## src/rtl/control_edicion.sv

```systemverilog
// rtl/control_edicion.sv - Keypad-driven time editor feeding an RTC write handshake
// Optional 12-hour mode is compiled in with FORMATO_12H_EN.
module control_edicion (
    input  logic       clk,
    input  logic       reset,
    input  logic       Aumenta,
    input  logic       Disminuye,
    input  logic       Siguiente,
    input  logic       Anterior,
    input  logic       CambiarHora,
    input  logic       Formato,
    input  logic [4:0] hora_rtc,
    input  logic [5:0] min_rtc,
    input  logic [5:0] seg_rtc,
    input  logic       wr_ack,
    output logic [4:0] edit_hora,
    output logic [5:0] edit_min,
    output logic [5:0] edit_seg,
    output logic [1:0] campo,
    output logic       editando,
    output logic       escribir,
    output logic       formato12,
    output logic       pm
);

    typedef enum logic [2:0] {
        REPOSO,
        EDIT_HORA,
        EDIT_MIN,
        EDIT_SEG,
        ESCRIBE
    } estado_t;

    estado_t estado, estadoSig;

    logic [5:0] teclas, teclaReg, teclaPrev, flanco;
    logic       armado;
    logic       flFmt, flCam, flSig, flAnt, flAum, flDis;
    logic       subir, bajar;
    logic [4:0] horaCarga;

    assign teclas = {Formato, CambiarHora, Siguiente, Anterior, Aumenta, Disminuye};

    always_ff @(posedge clk or negedge reset) begin
        if (!reset) begin
            teclaReg  <= '0;
            teclaPrev <= '0;
            armado    <= 1'b0;
        end else begin
            teclaReg  <= teclas;
            // First sample after reset counts as already held, so a key kept
            // down across reset release never looks like a fresh press.
            teclaPrev <= armado ? teclaReg : teclas;
            armado    <= 1'b1;
        end
    end

    assign flanco = teclaReg & ~teclaPrev;
    assign flFmt  = flanco[5];
    assign flCam  = flanco[4];
    assign flSig  = flanco[3];
    assign flAnt  = flanco[2];
    assign flAum  = flanco[1];
    assign flDis  = flanco[0];

    assign subir = flAum & ~(flCam | flSig | flAnt);
    assign bajar = flDis & ~(flCam | flSig | flAnt | flAum);

    function automatic logic [4:0] subirHora(input logic [4:0] h, input logic modo12);
        if (modo12)
            return (h >= 5'd12 || h == 5'd0) ? 5'd1 : h + 5'd1;
        return (h >= 5'd23) ? 5'd0 : h + 5'd1;
    endfunction

    function automatic logic [4:0] bajarHora(input logic [4:0] h, input logic modo12);
        if (modo12)
            return (h <= 5'd1 || h > 5'd12) ? 5'd12 : h - 5'd1;
        return (h == 5'd0 || h > 5'd23) ? 5'd23 : h - 5'd1;
    endfunction

    function automatic logic [5:0] subir60(input logic [5:0] v);
        return (v >= 6'd59) ? 6'd0 : v + 6'd1;
    endfunction

    function automatic logic [5:0] bajar60(input logic [5:0] v);
        return (v == 6'd0 || v > 6'd59) ? 6'd59 : v - 6'd1;
    endfunction

`ifdef FORMATO_12H_EN
    logic pmCarga;

    always_comb begin
        horaCarga = hora_rtc;
        pmCarga   = 1'b0;
        if (formato12) begin
            pmCarga = (hora_rtc >= 5'd12);
            if (hora_rtc == 5'd0)
                horaCarga = 5'd12;
            else if (hora_rtc > 5'd12)
                horaCarga = hora_rtc - 5'd12;
        end
    end

    always_ff @(posedge clk or negedge reset) begin
        if (!reset) begin
            formato12 <= 1'b0;
            pm        <= 1'b0;
        end else if (estado == REPOSO) begin
            if (flCam)
                pm <= pmCarga;
            else if (flFmt)
                formato12 <= ~formato12;
        end else if (estado == EDIT_HORA && formato12) begin
            // The AM/PM boundary sits between 11 and 12 on a 12-hour dial.
            if ((subir && edit_hora == 5'd11) || (bajar && edit_hora == 5'd12))
                pm <= ~pm;
        end
    end
`else
    logic unusedFormato;

    assign horaCarga     = hora_rtc;
    assign formato12     = 1'b0;
    assign pm            = 1'b0;
    assign unusedFormato = flFmt;
`endif

    always_ff @(posedge clk or negedge reset) begin
        if (!reset) begin
            edit_hora <= '0;
            edit_min  <= '0;
            edit_seg  <= '0;
        end else begin
            case (estado)
                REPOSO: begin
                    if (flCam) begin
                        edit_hora <= horaCarga;
                        edit_min  <= min_rtc;
                        edit_seg  <= seg_rtc;
                    end
                end
                EDIT_HORA: begin
                    if (subir)
                        edit_hora <= subirHora(edit_hora, formato12);
                    else if (bajar)
                        edit_hora <= bajarHora(edit_hora, formato12);
                end
                EDIT_MIN: begin
                    if (subir)
                        edit_min <= subir60(edit_min);
                    else if (bajar)
                        edit_min <= bajar60(edit_min);
                end
                EDIT_SEG: begin
                    if (subir)
                        edit_seg <= subir60(edit_seg);
                    else if (bajar)
                        edit_seg <= bajar60(edit_seg);
                end
                default: ;
            endcase
        end
    end

    always_ff @(posedge clk or negedge reset) begin
        if (!reset)
            estado <= REPOSO;
        else
            estado <= estadoSig;
    end

    always_comb begin
        estadoSig = estado;
        case (estado)
            REPOSO: begin
                if (flCam)
                    estadoSig = EDIT_HORA;
            end
            EDIT_HORA: begin
                if (flCam)
                    estadoSig = ESCRIBE;
                else if (flSig)
                    estadoSig = EDIT_MIN;
                else if (flAnt)
                    estadoSig = EDIT_SEG;
            end
            EDIT_MIN: begin
                if (flCam)
                    estadoSig = ESCRIBE;
                else if (flSig)
                    estadoSig = EDIT_SEG;
                else if (flAnt)
                    estadoSig = EDIT_HORA;
            end
            EDIT_SEG: begin
                if (flCam)
                    estadoSig = ESCRIBE;
                else if (flSig)
                    estadoSig = EDIT_HORA;
                else if (flAnt)
                    estadoSig = EDIT_MIN;
            end
            ESCRIBE: begin
                if (wr_ack)
                    estadoSig = REPOSO;
            end
            default: estadoSig = REPOSO;
        endcase
    end

    always_comb begin
        campo    = 2'b00;
        escribir = 1'b0;
        case (estado)
            EDIT_HORA: campo = 2'b01;
            EDIT_MIN:  campo = 2'b10;
            EDIT_SEG:  campo = 2'b11;
            ESCRIBE:   escribir = 1'b1;
            default: ;
        endcase
    end

    assign editando = (campo != 2'b00);

endmodule
```

## config.mk

```make
export PLATFORM = sky130hd
export DESIGN_NAME = control_edicion
export DESIGN_NICKNAME = d
export VERILOG_FILES = /design/src/rtl/control_edicion.sv
export SDC_FILE = /design/constraint.sdc
export NUM_CORES = 1
export LEC_CHECK = 0
export BUFFER_PORTS_ARGS = -buffer_cell sky130_fd_sc_hd__buf_4
export CAP_MARGIN = 10
export CORE_MARGIN = 2
export CORE_UTILIZATION = 56
export CTS_CLUSTER_SIZE = 10
export DETAILED_ROUTE_END_ITERATION = 16
export GPL_TIMING_DRIVEN = 1
export PLACE_DENSITY = 0.78
export REMOVE_ABC_BUFFERS = 1
export SLEW_MARGIN = 20
export SYNTH_ARGS = -nofsm -noshare
export SYNTH_HDL_FRONTEND = slang
export SYNTH_SLANG_ARGS = --single-unit
```

## constraint.sdc

```tcl
create_clock -name clk -period 2.25 [get_ports clk]
set_input_delay 0.3375 -clock clk [delete_from_list [all_inputs] [get_ports clk]]
set_output_delay 0.3375 -clock clk [all_outputs]
set_load 0.005 [all_outputs]
```

==> reports/qor.csv <==
stage,metric,value,unit
routing,metal1 wirelength,2.634,mm
global_route,initial antenna violation count,0,
sta,hold_ws,0.1665,ns
critical_path,CP Launch Type,register,
sta,Setup-failing EPs final,0,
routing,Max Used Layer,met4,
sta,relative slew slack,0.6214,
sta,setup tns final,0,ns
critical_path,critical path arrival,1.77,ns
synth,mapped cell area,2436,um2
cts,clock buffer depth,2,
floorplan,DIE WIDTH,69.96,um
synth,Gate Count Post-Synth,278,
critical_path,"CP delay by family, top",simple AND/OR/NAND/NOR gates,
cts,post-cts resize count,0,
power,power after layout,3.635,mW
floorplan,I/O Pins,49,
critical_path,max incr delay on CP,0.49,ns
layout,post-route cell area,2894,um2
critical_path,required time worst endpoint,1.91,ns
critical_path,CP Cell Sequence,buf_4 > nor2b_1 > nand2b_1 > nand2_1 > buf_4,
cts,CTS tree,built,
sta,RSZ-0062 raised after global routing,false,
layout,"commonest cells after routing, fill and taps aside","buf_4 (58), dfrtp_1 (31), a21oi_1 (22)",
routing,DR iter-0 viols,198,
critical_path,Buf/Inv on CP,2,
sta,min Tclk post-route,2.105,ns
synth,Ys Warns,0,
layout,"most common cell after layout, fill and taps aside",buf_4,
routing,met3 wire len,302,um
sta,maximum clock rate,475.0,MHz
sta,skew final,0.01126,ns
floorplan,Core Footprint,4086,um2
routing,WL per Instance,15.59,um
routing,DRT Pass-1 Iters,4,
cts,clock tree sinks,31,
place,Post-DP HPWL,4.083,mm
synth,ys async rst share,1.000,
routing,WL final,5.829,mm
synth,"Seq/Total Area, Yosys",0.3184,
power,Leakage,1.238,nW
global_route,vias in the first global route,2093,
floorplan,number of cell rows,23,
critical_path,most frequent cell on the critical path,buf_4,
layout,nets@finish,357,
critical_path,Crit. End Element,output pin,
power,power per cell area,1256,nW/um2
sta,PnR worst setup slack,0.1446,ns
worst_hold_path,worst min-delay path class,in -> reg,
floorplan,Die Span Y,69.96,um
synth,Yosys cell types,68,
synth,Synth Register Bits,31,
global_route,first-pass GRT wire length,9.363,mm
power,Max VDD drop,0.7834,mV
critical_path,WS Path Type,reg -> out,
place,GPL Wtd Cong,0.8632,
sta,Fin. Hold Viols,0,
synth,"Top FF cell, synth",dfrtp_1,
layout,post-layout util,0.7082,
cts,"Clk pin slew, worst setup/hold paths",0.06,ns
sta,final worst-path cycle share,0.9357,
routing,Via Count,2317,
outcome,outcome,completed,
routing,DRC violations left,0,
cts,Worst-Skew Late Latency,0.29,ns
cts,Setup Buffers After CTS,0,
global_route,largest net degree at the start of global routing,32,
sta,Slew @ Worst Pin,0.5636,ns
routing,metal2 WL,2.831,mm
floorplan,die area,4894,um2
layout,diode count,0,
critical_path,CP max FO,10,
sta,Max Slew Vio Count,0,
routing,via/cell ratio,6.195,
cts,CTS root buffer,clkbuf_8,
layout,layout cell share with drive strength beyond 1,0.2593,
synth,Post-synth EDFFs,0,
routing,Detail Route Antenna Nets,0,
floorplan,Starting Density,0.5961,
global_route,Global Route Usage Sum,0.2327,
layout,"Cell Count, Final, Fillers Out",374,
place,Placed Cells,365,
critical_path,slowest CP cell,dfrtp_1,
place,total placed instance area,2766,um2
cts,CTS buffer count,5,
global_route,Overflow after GRT,0,
place,IO buf count,45,
job,Max Cap Viol,0,
synth,Mapped Avg Cell Area,8.763,um2
cts,CTS H-Tree Depth,2,
place,pre-CTS WS,0.3123,ns
layout,area growth from synthesis to layout,18.80,%
-- cell usage after synthesis (3+ instances only) --
cell / instances / area [um2]
or4_1: 3 / 22.52
xor2_1: 4 / 35.03
nand4_1: 3 / 18.77
ha_1: 8 / 100.1
o22ai_1: 6 / 37.54
buf_6: 3 / 33.78
dfrtp_1: 31 / 775.7
mux2_2: 5 / 56.30
o21ai_0: 12 / 60.06
nand2b_1: 9 / 56.30
nor3_1: 7 / 35.03
a22oi_1: 5 / 37.54
a211oi_1: 4 / 30.03
o31ai_1: 4 / 30.03
o211ai_1: 4 / 30.03
a2111oi_0: 3 / 26.28
nor2_1: 16 / 60.06
a311oi_1: 5 / 43.79
nor3b_1: 6 / 45.04
a31oi_1: 5 / 31.28
nand2_1: 11 / 41.29
buf_2: 3 / 15.01
clkbuf_1: 10 / 37.54
inv_1: 12 / 45.04
or3_1: 4 / 25.02
a21oi_1: 22 / 110.1
nor2b_1: 7 / 43.79
o21ai_1: 11 / 55.05
nand3_1: 6 / 30.03
-- cell families (layout without fill, tap and decap cells) --
logic type / count (synthesis) / after routing / synth area share
AOI/OAI and AO/OA: 101 / 101 / 0.2804
and+or+nand+nor: 89 / 89 / 0.2162
buffers and inverters: 35 / 80 / 0.09039
DFF: 31 / 31 / 0.3184
adders and majority gates: 8 / 8 / 0.04109
muxes: 7 / 7 / 0.03236
xor gates and xnor gates: 5 / 5 / 0.01798
other: 2 / 3 / 0.003083
-- worst paths after layout --
kind	from	end	slack (ns)	depth (start not counted)
worst max-delay path	estado[0]$_DFFE_PN0P_	editando	0.14	5
worst min-delay path	CambiarHora	teclaReg[4]$_DFF_PN0_	0.17	1
worst max register to register	teclaReg[2]$_DFF_PN0_	edit_seg[2]$_DFFE_PN0P_	0.30	6
worst min register to register	teclaReg[0]$_DFF_PN0_	teclaPrev[0]$_DFF_PN0_	0.49	1
max in group asynchronous	reset	estado[0]$_DFFE_PN0P_	1.43	2
min in group asynchronous	reset	teclaPrev[0]$_DFF_PN0_	0.52	2
-- where the power goes --
group          internal (mW)  switching (mW)
clock                  0.358           0.222
combinational          0.929            1.04
sequential             0.740           0.348
-- routing by layer --
metal	vias to the layer above	global-route usage
met2	76	0.3725
met1	1095	0.3140
met5	-	0
met3	9	0.04473
li1	1137	-
met4	0	0.08120
-- final cells by class --
| type | count | area [um2] |
|---|---|---|
| timing repair buffer | 59 | 445.4 |
| inverter | 13 | 48.80 |
| fill | 340 | 1192 |
| clock inverter | 2 | 35.03 |
| multi-input combinational | 213 | 1444 |
| tap | 50 | 62.56 |
| clock buffer | 6 | 82.58 |
| sequential | 31 | 775.7 |
-- registers in the layout, summed over array words and instances (netlist names) --
name	cells
edit_seg	6
edit_min	6
armado	1
teclaReg	5
edit_hora	5
estado	3
teclaPrev	5
-- timing repair --
action,in CTS,in global routing
hold endpoints to repair,31,0
hold buffers,1,0
setup endpoints to repair,0,0
Power figures use the tool's default switching activity.
